## config.mk

```make
export PLATFORM = sky130hd
export DESIGN_NAME = rs_ff_access_ctrl
export DESIGN_NICKNAME = d
export VERILOG_FILES = /design/src/rtl/ff_ctrl_pkg.sv /design/src/rtl/rs_ff_access_ctrl_rr_arb2.sv /design/src/rtl/rs_ff_access_ctrl.sv
export SDC_FILE = /design/constraint.sdc
export NUM_CORES = 1
export LEC_CHECK = 0
export ABC_CLOCK_PERIOD_IN_PS = 3900
export BUFFER_PORTS_ARGS = -buffer_cell sky130_fd_sc_hd__buf_4
export CAP_MARGIN = 20
export CORE_MARGIN = 5
export CORE_UTILIZATION = 55
export DETAILED_ROUTE_END_ITERATION = 8
export PLACE_DENSITY = 0.81
export SYNTH_ARGS = -nofsm -noshare
export SYNTH_HDL_FRONTEND = slang
export SYNTH_HIERARCHICAL = 1
export SYNTH_SLANG_ARGS = --single-unit
```

## constraint.sdc

```tcl
create_clock -name clk -period 3.9 [get_ports clk]
set_input_delay 0.195 -clock clk [delete_from_list [all_inputs] [get_ports clk]]
set_output_delay 0.195 -clock clk [all_outputs]
set_load 0.02 [all_outputs]
```

## src/rtl/ff_ctrl_pkg.sv

```systemverilog
// Shared definitions for the RS flip-flop access controller:
// opcodes, FSM state encoding and counter sizing helpers.
package ff_ctrl_pkg;

    localparam logic [1:0] OP_HOLD = 2'b00;
    localparam logic [1:0] OP_SET  = 2'b01;
    localparam logic [1:0] OP_RST  = 2'b10;
    localparam logic [1:0] OP_TGL  = 2'b11;

    typedef enum logic [1:0] {
        IDLE   = 2'd0,
        DRIVE  = 2'd1,
        SETTLE = 2'd2,
        RESP   = 2'd3
    } state_t;

    // Counter only has to hold (max phase length - 1).
    function automatic int cnt_width(input int pulse_cyc,
                                     input int settle_cyc);
        int m;
        m = (pulse_cyc > settle_cyc) ? pulse_cyc : settle_cyc;
        return (m > 1) ? $clog2(m) : 1;
    endfunction

    // Value Q must reach once the command has been applied.
    function automatic logic op_target(input logic [1:0] op,
                                       input logic       q);
        logic t;
        unique case (op)
            OP_SET:  t = 1'b1;
            OP_RST:  t = 1'b0;
            OP_TGL:  t = ~q;
            default: t = q;
        endcase
        return t;
    endfunction

endpackage

```

## src/rtl/rs_ff_access_ctrl_rr_arb2.sv

```systemverilog
// Two-input round-robin arbiter with a served-requester mask.
// The pointer only flips when both inputs actually contend.
module rr_arb2 (
    input  logic       clk,
    input  logic       clear_n,
    input  logic [1:0] req,
    input  logic [1:0] mask,
    input  logic       take,
    output logic       gnt_valid,
    output logic       gnt_id
);

    logic       ptr;
    logic [1:0] elig;

    assign elig = req & ~mask;

    // Pick the favoured requester on contention, else the lone one.
    always_comb begin
        gnt_valid = |elig;
        gnt_id    = 1'b0;
        if (&elig) begin
            gnt_id = ptr;
        end else begin
            gnt_id = elig[1];
        end
    end

    // Hand priority to the loser after a contended grant.
    always_ff @(posedge clk or negedge clear_n) begin
        if (!clear_n) begin
            ptr <= 1'b0;
        end else if (take && (&elig)) begin
            ptr <= ~ptr;
        end
    end

endmodule

```

## src/rtl/rs_ff_access_ctrl.sv

```systemverilog
// Shares one RS flip-flop between two requesters: arbitrates,
// pulses S or R, waits for settling and returns the sampled Q.
module rs_ff_access_ctrl
    import ff_ctrl_pkg::*;
#(
    parameter int PULSE_CYC  = 1,
    parameter int SETTLE_CYC = 2
) (
    input  logic       clk,
    input  logic       clear_n,
    input  logic       req0,
    input  logic [1:0] op0,
    output logic       ack0,
    output logic       rdata0,
    input  logic       req1,
    input  logic [1:0] op1,
    output logic       ack1,
    output logic       rdata1,
    output logic       ff_s,
    output logic       ff_r,
    input  logic       ff_q,
    output logic       busy,
    output logic       err
);

    localparam int CW = cnt_width(PULSE_CYC, SETTLE_CYC);
    localparam logic [CW-1:0] PULSE_LD = CW'(PULSE_CYC - 1);
    localparam logic [CW-1:0] SETTLE_LD =
        CW'((SETTLE_CYC > 0) ? SETTLE_CYC - 1 : 0);

    state_t        state;
    state_t        state_n;
    logic [CW-1:0] cnt;
    logic [CW-1:0] cnt_n;
    logic          tgt;
    logic          tgt_n;
    logic          id;
    logic          id_n;
    logic          served;
    logic          served_id;
    logic [1:0]    mask;
    logic          take;
    logic          gnt_valid;
    logic          gnt_id;
    logic [1:0]    sel_op;

    // The requester just acked sits out one IDLE cycle.
    assign mask   = served ? (served_id ? 2'b10 : 2'b01) : 2'b00;
    assign take   = (state == IDLE) && gnt_valid;
    assign sel_op = gnt_id ? op1 : op0;

    rr_arb2 u_arb (
        .clk       (clk),
        .clear_n   (clear_n),
        .req       ({req1, req0}),
        .mask      (mask),
        .take      (take),
        .gnt_valid (gnt_valid),
        .gnt_id    (gnt_id)
    );

    // Next-state logic: accept, pulse, settle, respond.
    always_comb begin
        state_n = state;
        cnt_n   = cnt;
        tgt_n   = tgt;
        id_n    = id;
        unique case (state)
            IDLE: begin
                if (gnt_valid) begin
                    id_n  = gnt_id;
                    tgt_n = op_target(sel_op, ff_q);
                    if (sel_op == OP_HOLD) begin
                        state_n = RESP;
                    end else begin
                        state_n = DRIVE;
                        cnt_n   = PULSE_LD;
                    end
                end
            end
            DRIVE: begin
                if (cnt == '0) begin
                    if (SETTLE_CYC == 0) begin
                        state_n = RESP;
                    end else begin
                        state_n = SETTLE;
                        cnt_n   = SETTLE_LD;
                    end
                end else begin
                    cnt_n = cnt - 1'b1;
                end
            end
            SETTLE: begin
                if (cnt == '0) begin
                    state_n = RESP;
                end else begin
                    cnt_n = cnt - 1'b1;
                end
            end
            RESP: begin
                state_n = IDLE;
            end
            default: begin
                state_n = IDLE;
            end
        endcase
    end

    // Control registers.
    always_ff @(posedge clk or negedge clear_n) begin
        if (!clear_n) begin
            state <= IDLE;
            cnt   <= '0;
            tgt   <= 1'b0;
            id    <= 1'b0;
        end else begin
            state <= state_n;
            cnt   <= cnt_n;
            tgt   <= tgt_n;
            id    <= id_n;
        end
    end

    // Remember who was served for the following IDLE cycle.
    always_ff @(posedge clk or negedge clear_n) begin
        if (!clear_n) begin
            served    <= 1'b0;
            served_id <= 1'b0;
        end else begin
            served    <= (state == RESP);
            served_id <= id;
        end
    end

    // Registered Moore outputs; Q is sampled as RESP is presented.
    always_ff @(posedge clk or negedge clear_n) begin
        if (!clear_n) begin
            ff_s   <= 1'b0;
            ff_r   <= 1'b0;
            ack0   <= 1'b0;
            ack1   <= 1'b0;
            rdata0 <= 1'b0;
            rdata1 <= 1'b0;
            busy   <= 1'b0;
            err    <= 1'b0;
        end else begin
            ff_s   <= (state == DRIVE) && tgt;
            ff_r   <= (state == DRIVE) && !tgt;
            ack0   <= (state == RESP) && !id;
            ack1   <= (state == RESP) && id;
            rdata0 <= (state == RESP) && !id && ff_q;
            rdata1 <= (state == RESP) && id && ff_q;
            busy   <= (state != IDLE);
            err    <= (state == RESP) && (ff_q != tgt);
        end
    end

endmodule
```

==> impl_metrics.py, run 1 <==
metrics = {
    "drt": {
        "drt-met1-wl_um": 624,
        "via_per_inst": 5.422,
        "wl_met2_um": 664,
        "vias": 553,
        "ant_nets": 0,
        "wirelength_um": 1373,
        "routed.top_layer": "met4",
        "wl_met3_um": 61,
        "post_drt_wl_per_cell_um": 13.46,
        "dr.first_iter.drc_count": 5,
        "drc": 0,
        "detail_route.first_pass.iterations": 3,
    },
    "place": {
        "place_hpwl_um": 1079,
        "routabilityCongestion": 0.8064,
        "port_buffers": 16,
        "dp_cells": 98,
    },
    "clocking": {
        "postCtsSetupBuffers": 0,
        "cts_root_buf": "clkbuf_4",
        "cts_tree": "built",
        "clk_pin_slew_ns": 0.09,
        "clk_latency_ns": 0.27,
        "cts_num_sinks": 16,
        "cts_made_buffers": 3,
        "clock_path_buffers": 2,
        "ctsHtreeMaxLevel": 1,
    },
    "floorplan": {
        "die_y_um": 47.47,
        "rows": 13,
        "die_w_um": 47.47,
        "die-area_mm2": 0.002253,
        "core_mm2": 0.001318,
        "pin_count": 17,
        "start_util": 0.5859,
    },
    "critical_path": {
        "r2r_start": "served$_DFF_PN0_",
        "reg2reg_depth": 6,
        "r2r_end": "state[1]$_DFFE_PN0P_",
        "crit_chain": "nor2b_1 -> nand2b_1 -> o21a_1 -> or3_1 -> a31oi_1 -> mux2_1",
        "crit_end": "state[1]$_DFFE_PN0P_",
        "worstSetupPathType": "register to register",
        "crit_start": "served$_DFF_PN0_",
        "path_max_fanout": 5,
        "critical_path_depth": 6,
        "cpPeakStageDelay_ns": 0.41,
        "critPathTopFamily": "simple AND/OR/NAND/NOR gates",
        "worstPathRequired_ns": 4.12,
        "critPathSlowestCell": "or3_1",
        "reg2reg_setup_slack_ns": 2.22,
        "end_kind": "register",
        "arrival_ns": 1.90,
        "path_buf_inv": 0,
        "worstSetupStartpointType": "register",
    },
    "finish": {
        "area_growth_pct": 22.20,
        "drive_gt1_frac": 0.2529,
        "instances_no_fill": 102,
        "num_antenna_cells": 0,
        "nets": 103,
    },
    "power": {
        "leakagePower_nw": 0.4798,
        "peakVddDrop_v": 0.0003617,
        "p_per_area_mw_per_mm2": 693.2,
    },
    "global_routing": {
        "grt_pass1_vias": 554,
        "grt_pass1_wl_um": 2366,
        "grt_max_degree": 17,
        "antenna_found_initial": 0,
        "track_usage": 0.1516,
        "overflow": 0,
    },
    "timing": {
        "fin_setup_tns_ns": 0,
        "worstMarginPinSlew_ns": 0.2684,
        "drv_slew": 0,
        "rsz0062_at_grt": "false",
        "slew_headroom": 0.8210,
        "hold_violations": 0,
        "fmax_mhz": 593.9,
        "period_minus_slack_ns": 1.684,
        "finClkSkew_ns": 0.001109,
        "post-route-period-util": 0.4317,
        "setup-violations-final": 0,
    },
    "synthesis": {
        "avgSynthCellArea_um2": 11.52,
        "ys_types": 30,
        "netlist_area_um2": 772.0,
        "yosys_warnings": 6,
        "synthCells": 67,
        "ys_seq_area_frac": 0.5186,
        "ys_seq_elements": 16,
        "synth_nets": 81,
    },
    "run_status": {
        "status": "complete, no violations",
    },
    "hold_path": {
        "hold_path_class": "input pin to register",
    },
    "job": {
        "cap_viol_max_count": 0,
    },
}
[cells by family after synthesis]
kind of cell / share of synthesized area
AND/OR/NAND/NOR: 0.2415
flip-flops: 0.5186
AO/OA/AOI/OAI: 0.07942
adder cells (fa/ha/maj): 0.08104
buffers and inverters: 0.01459
multiplexers: 0.04214
XOR/XNOR: 0.02269
[per-layer routing]
| metal | up-vias | track usage |
|---|---|---|
| met1 | 270 | 0.1812 |
| met2 | 12 | 0.2674 |
| li1 | 269 | - |
| met5 | - | 0 |
| met4 | 0 | 0.06630 |
| met3 | 2 | 0.02256 |
[report_power, final]
| group | switching, mW | total, mW | internal [mW] |
|---|---|---|---|
| Sequential | 0.0385 | 0.271 | 0.232 |
| Combinational | 0.160 | 0.301 | 0.141 |
| Clock | 0.0469 | 0.0826 | 0.0357 |
[placed cells by master, fill, tap and decap left out]
cell / instances
nand3_1: 1
a31oi_1: 2
mux2_1: 1
dfrtp_1: 16
and3_1: 1
and2_0: 1
nand2b_1: 2
nand4_1: 1
nor2b_4: 1
or3b_1: 1
nor2b_1: 4
o21ai_0: 1
ha_1: 5
nand2_1: 2
nor2_1: 5
o21ai_1: 1
or3_1: 1
xnor2_1: 1
buf_4: 16
a21o_1: 1
a211o_1: 1
and2_1: 6
dlygate4sd3_1: 1
mux2_2: 1
a211oi_1: 1
nand4b_2: 1
mux2i_1: 1
clkbuf_4: 3
o211ai_1: 1
and3b_1: 2
inv_1: 3
xor2_1: 1
o21a_1: 1
[state kept, by name, indices dropped and copies added (netlist names)]
name,cells
state,2
served,1
cnt,1
tgt,1
id,1
ack0,1
served_id,1
u_arb/ptr,1
rdata1,1
ff_r,1
rdata0,1
ack1,1
busy,1
ff_s,1
err,1
[worst min-delay path by stage]
stage	slack, ns	to	cells after the start	from
2_1_floorplan	-0.10	ack0$_DFF_PN0_	0	clear_n
3_3_place_gp	0.06	ack0$_DFF_PN0_	1	clear_n
3_5_place_dp	0.06	id$_DFFE_PN0P_	1	clear_n
4_1_cts	0.19	rdata0$_DFF_PN0_	2	ff_q
5_1_grt	0.18	rdata0$_DFF_PN0_	2	ff_q
6_report	0.19	rdata0$_DFF_PN0_	2	ff_q
[Yosys cell counts, drive strengths merged]
library cell  instances  area, µm²
o211ai                1      7.510
o21a                  1      7.510
and3b                 2      17.52
dfrtp                16      400.4
a211o                 1      8.760
nand4b                1      15.01
a21o                  1      7.510
ha                    5      62.56
inv                   3      11.26
nand4                 1      6.260
or3b                  1      8.760
nand3                 1      5.000
nor2b                 5      38.78
nand2                 2      7.510
mux2                  2      22.52
and3                  1      6.260
xnor2                 1      8.760
mux2i                 1      10.01
and2                  7      43.80
nand2b                2      12.51
a31oi                 2      12.51
xor2                  1      8.760
o21ai                 2      10.00
or3                   1      6.260
nor2                  5      18.77
a211oi                1      7.510
[area by class of cell]
class                      count  area [µm²]
multi-input combinational     48       360.3
fill                         106       374.1
clock buffer                   3       22.52
timing repair buffer          17       130.1
tap                           15       18.77
sequential                    16       400.4
inverter                       3       11.26
[timing repair]
action                                 in CTS  in global routing
endpoints found under the hold margin      16                  0
hold buffers                                1                  0
gates resized for setup                     0                  0
[metrics by stage]
step                      hold slack, ns  power (mW)  setup slack [ns]    util  cell area [µm²]
after global placement           0.06198      0.5650             2.242  0.6914            910.9
after global routing              0.1791      0.7156             2.114  0.7160            943.4
after CTS                         0.1856      0.6627             2.199  0.7160            943.4
after detailed placement         0.06279      0.5772             2.230  0.6914            910.9
after floorplan                  -0.1006      0.4755             2.364       -            772.0
final                             0.1920      0.6540             2.216  0.7160            943.4
Note: power is estimated with default switching activity, not from simulation.
==> run 2: changes to the inputs <==
Settings changed: ABC_CLOCK_PERIOD_IN_PS 3900 to 1400, CORE_UTILIZATION 55 to 46, PLACE_DENSITY 0.81 to 0.72.
Clock period 3.9 ns to 1.4 ns, I/O delays scaled along.
==> run 2 against run 1 <==
Compared with the run above: the flow now finishes with violations (negative setup slack); routed wire length increased by 15%; die area up 15%; first-iteration DRC count is 40% higher; global-route usage fell by 1.5 points; power grew to 3.4 times the previous value; sequential power rose to 2.8 times the previous value; cell count increased by 12%; critical path type unchanged.
==> impl_metrics.py, run 2 (synthesis results as in run 1) <==
metrics = {
    "critical_path": {
        "path_max_fanout": 3,
        "end_kind": "register",
        "worstSetupPathType": "register to register",
        "worstPathRequired_ns": 1.63,
        "cpPeakStageDelay_ns": 0.40,
        "critPathSlowestCell": "dfrtp_1",
        "arrival_ns": 1.84,
        "crit_chain": "nor2b_1 -> nand2b_4 -> o21a_1 -> or3_4 -> a31oi_1 -> mux2_1",
        "worstSetupStartpointType": "register",
    },
    "finish": {
        "num_antenna_cells": 0,
        "mostFrequentLayoutCells": "26 x buf_4, 16 x dfrtp_1, 5 x and2_1, 5 x nor2_1, 4 x nor2b_1",
        "area_growth_pct": 39.22,
        "largest_register_ffs": 2,
        "multiInputGateArea_um2": 401.6,
        "top_register": "state",
        "nFillCells": 119,
        "layout_commonest_cell": "buf_4",
        "regArea_um2": 400.4,
        "utilization": 0.6972,
        "drive_gt1_frac": 0.4490,
        "nets": 113,
        "design_area_mm2": 0.001075,
    },
    "timing": {
        "setup_ws_ns": -0.2088,
        "finClkSkew_ns": 0.008969,
        "rsz0062_at_grt": "true",
        "drv_slew": 0,
        "slew_headroom": 0.8633,
        "worstMarginPinSlew_ns": 0.2050,
        "fmax_mhz": 621.6,
        "period_minus_slack_ns": 1.609,
        "hold_violations": 0,
        "post-route-period-util": 1.149,
        "setup-violations-final": 4,
    },
    "floorplan": {
        "die_y_um": 50.97,
        "start_util": 0.5008,
        "rows": 14,
        "die-area_mm2": 0.002597,
        "core_mm2": 0.001541,
        "die_w_um": 50.97,
        "pin_count": 17,
    },
    "hold_path": {
        "hold_path_class": "input pin to register",
    },
    "clocking": {
        "cts_num_sinks": 16,
        "cts_tree": "built",
        "ctsHtreeMaxLevel": 1,
        "clk_pin_slew_ns": 0.10,
        "clock_path_buffers": 2,
        "clk_latency_ns": 0.29,
        "cts_root_buf": "clkbuf_4",
        "cts_made_buffers": 3,
    },
    "drt": {
        "vias": 579,
        "drc": 0,
        "dr.first_iter.drc_count": 7,
        "wirelength_um": 1578,
        "wl_met3_um": 50,
        "drt-met1-wl_um": 747,
        "ant_nets": 0,
        "via_per_inst": 5.079,
        "wl_met2_um": 751,
        "routed.top_layer": "met4",
        "post_drt_wl_per_cell_um": 13.84,
        "detail_route.first_pass.iterations": 4,
    },
    "power": {
        "finalPower_mw": 2.229,
        "peakVddDrop_v": 0.0009893,
        "leakagePower_nw": 0.5433,
        "p_per_area_mw_per_mm2": 2074,
    },
    "place": {
        "place_hpwl_um": 1154,
        "postPlaceCellArea_um2": 984.7,
        "port_buffers": 16,
        "routabilityCongestion": 0.7759,
    },
    "global_routing": {
        "grt_pass1_wl_um": 2677,
        "overflow": 0,
        "grt_max_degree": 17,
        "antenna_found_initial": 0,
        "grt_pass1_vias": 611,
        "track_usage": 0.1371,
    },
    "run_status": {
        "violations": "negative setup slack",
        "status": "finished with violations",
    },
    "job": {
        "cap_viol_max_count": 0,
    },
}
run 2: per-stage QoR:
| stage | setup TNS, ns | cells | setup slack, ns | hold slack [ns] |
|---|---|---|---|---|
| global placement | -0.4394 | 107 | -0.2009 | -0.05997 |
| finish | -0.4839 | 114 | -0.2088 | 0.05118 |
| global route | -0.8551 | 114 | -0.3017 | 0.05593 |
| detailed placement | -0.5051 | 107 | -0.2310 | -0.05930 |
| floorplan | -0.2184 | 67 | -0.1251 | -0.2256 |
| CTS | -0.5007 | 112 | -0.2326 | 0.05066 |
run 2: path summary, 6_finish.rpt:
path	cells after the start	slack [ns]	end	startpoint
worst max-delay path	6	-0.21	state[1]$_DFFE_PN0P_	served$_DFF_PN0_
worst min-delay path	2	0.05	rdata0$_DFF_PN0_	ff_q
worst max register to register	6	-0.21	state[1]$_DFFE_PN0P_	served$_DFF_PN0_
worst min register to register	0	0.47	served_id$_DFF_PN0_	id$_DFFE_PN0P_
max in group asynchronous	2	1.05	err$_DFF_PN0_	clear_n
min in group asynchronous	2	0.16	ack0$_DFF_PN0_	clear_n
run 2: critical path, delay by kind of cell, from the launching register on:
family,cells,cell delay (ns)
and+or+nand+nor,3,0.67
DFF,1,0.40
AOI/OAI and AO/OA,2,0.35
muxes,1,0.14
run 2: repair_timing:
item,in CTS,in global routing
hold buffers,1,0
hold endpoints to repair,16,0
pin swaps,0,3
buffers inserted,0,2
gates resized for setup,3,6
endpoints found under the setup margin,4,6
run 2: layout make-up:
cell class | count | share of cell area
sequential | 16 | 0.3725
timing repair buffer | 27 | 0.1909
clock buffer | 4 | 0.03376
tap | 16 | 0.01863
inverter | 3 | 0.01048
multi-input combinational | 48 | 0.3737
run 2: power by group:
group,switching [mW],internal (mW)
clock network,0.150,0.158
registers,0.119,0.647
logic,0.526,0.629
total,0.795,1.43
run 2: metal layers:
metal | vias up | GRT usage
met4 | 0 | 0.08936
li1 | 289 | -
met5 | - | 0
met2 | 14 | 0.2025
met1 | 272 | 0.1853
met3 | 4 | 0.02035
==> run 3: changes to the inputs <==
Settings changed: CORE_MARGIN 5 to 4, SETUP_SLACK_MARGIN from default to 0.15.
==> run 3 against run 2 <==
Compared with the run above: the flow still finishes with violations (negative setup slack); first-iteration DRC count increased by 14%; clock skew decreased by 0.0069 ns; power increased by 7.8%; routed wire length increased by 12%; worst setup slack got worse by 0.025 ns; die area decreased by 7.7%; flip-flop and latch count unchanged; sequential power decreased by 0.5%; highest routed layer unchanged.
==> impl_metrics.py, run 3 (synthesis results as in run 1) <==
metrics = {
    "run_status": {
        "status": "finished with violations",
        "violations": "negative setup slack",
    },
    "drt": {
        "detail_route.first_pass.iterations": 4,
        "vias": 617,
        "via_per_inst": 5.319,
        "dr.first_iter.drc_count": 8,
        "drc": 0,
        "ant_nets": 0,
        "post_drt_wl_per_cell_um": 15.28,
        "wirelength_um": 1773,
    },
    "critical_path": {
        "path_max_fanout": 3,
        "end_kind": "register",
        "critPathSlowestCell": "dfrtp_1",
        "critPathTopFamily": "simple AND/OR/NAND/NOR gates",
        "arrival_ns": 1.86,
        "cpPeakStageDelay_ns": 0.38,
        "worstSetupStartpointType": "register",
        "path_buf_inv": 0,
        "worstPathRequired_ns": 1.63,
        "worstSetupPathType": "register to register",
        "crit_chain": "nor2b_2 -> nand2b_4 -> o21a_1 -> or3_4 -> a31oi_4 -> mux2_4",
    },
    "global_routing": {
        "antenna_found_initial": 0,
        "overflow": 0,
        "grt_pass1_wl_um": 3015,
        "grt_max_degree": 17,
        "grt_pass1_vias": 646,
        "track_usage": 0.1591,
    },
    "power": {
        "peakVddDrop_v": 0.001107,
        "leakagePower_nw": 0.5681,
        "p_per_area_mw_per_mm2": 2118,
    },
    "timing": {
        "period_minus_slack_ns": 1.634,
        "rsz0062_at_grt": "true",
        "hold_violations": 0,
        "fin_setup_tns_ns": -0.5720,
        "post-route-period-util": 1.167,
        "setup_ws_ns": -0.2337,
        "worstMarginPinSlew_ns": 0.2124,
        "fmax_mhz": 612.1,
        "slew_headroom": 0.8584,
        "drv_slew": 0,
        "setup-violations-final": 5,
        "finClkSkew_ns": 0.002109,
    },
    "floorplan": {
        "pin_count": 17,
        "die-area_mm2": 0.002398,
        "core_mm2": 0.001541,
        "start_util": 0.5008,
        "die_y_um": 48.97,
        "rows": 14,
        "die_w_um": 48.97,
    },
    "finish": {
        "area_growth_pct": 47.00,
        "nFillCells": 96,
        "largest_register_ffs": 2,
        "layout_commonest_cell": "buf_4",
        "num_antenna_cells": 0,
        "nets": 115,
        "mostFrequentLayoutCells": "26 x buf_4, 16 x dfrtp_1, 5 x and2_1, 5 x nor2_1",
        "drive_gt1_frac": 0.5200,
        "design_area_mm2": 0.001135,
        "top_register": "state",
    },
    "place": {
        "postPlaceCellArea_um2": 984.7,
        "routabilityCongestion": 0.7400,
        "port_buffers": 16,
        "place_hpwl_um": 1177,
        "pre_cts_slack_ns": -0.2376,
    },
    "clocking": {
        "clk_pin_slew_ns": 0.10,
        "cts_root_buf": "clkbuf_4",
        "clk_latency_ns": 0.28,
        "cts_made_buffers": 3,
        "cts_tree": "built",
        "cts_num_sinks": 16,
        "ctsHtreeMaxLevel": 1,
        "clock_path_buffers": 2,
    },
    "hold_path": {
        "hold_path_class": "input pin to register",
    },
    "job": {
        "cap_viol_max_count": 0,
    },
}
## run 3: worst register-to-register path, delay by kind of cell, from the launching register on
family | cells | cell delay, ns
AND/OR/NAND/NOR | 3 | 0.66
flip-flops | 1 | 0.38
multiplexers | 1 | 0.16
AO/OA/AOI/OAI | 2 | 0.38
## run 3: through the flow
step / utilization / cells / hold slack [ns] / total power [mW]
2_1_floorplan: - / 67 / -0.2256 / 1.352
5_1_grt: 0.7362 / 116 / 0.05482 / 2.575
4_1_cts: 0.7192 / 115 / 0.07105 / 2.296
3_5_place_dp: 0.6388 / 107 / -0.05947 / 1.811
6_report: 0.7362 / 116 / 0.07492 / 2.404
3_3_place_gp: 0.6388 / 107 / -0.06163 / 1.771
## run 3: path summary, 6_finish.rpt
kind / from / to / slack, ns / depth (start not counted)
setup reg to reg: served$_DFF_PN0_ / state[1]$_DFFE_PN0P_ / -0.23 / 6
min in group asynchronous: clear_n / id$_DFFE_PN0P_ / 0.20 / 2
setup / recovery: served$_DFF_PN0_ / state[1]$_DFFE_PN0P_ / -0.23 / 6
max in group asynchronous: clear_n / err$_DFF_PN0_ / 1.01 / 2
hold / removal: ff_q / rdata0$_DFF_PN0_ / 0.07 / 2
hold reg to reg: id$_DFFE_PN0P_ / served_id$_DFF_PN0_ / 0.47 / 0
## run 3: repair_timing
action | in CTS | in global routing
setup buffers | 3 | 1
endpoints found under the hold margin | 16 | 0
setup endpoints to repair | 7 | 7
gates resized for setup | 16 | 2
pin swaps | 9 | 4
hold buffers | 1 | 0
## run 3: per-layer routing
metal	vias to the layer above	wire, µm	part of all wire	track usage
li1	297	-	-	-
met1	298	786	0.44	0.2158
met2	20	882	0.50	0.2522
met3	2	80	0.045	0.03058
met4	0	23	0.013	0.05381
met5	-	0	0	0
## run 3: area by class of cell
| class | instances | area [µm²] | area share |
|---|---|---|---|
| Multi-Input combinational cell | 48 | 439.2 | 0.3870 |
| Sequential cell | 16 | 400.4 | 0.3528 |
| Clock buffer | 4 | 36.28 | 0.03197 |
| Timing Repair Buffer | 29 | 227.7 | 0.2007 |
| Inverter | 3 | 11.26 | 0.009923 |
| Tap cell | 16 | 20.02 | 0.01764 |
## run 3: power by group
group	switching, mW	total [mW]	internal [mW]
clock network	0.146	0.304	0.158
registers	0.115	0.762	0.647
logic	0.615	1.34	0.723
total	0.876	2.40	1.53
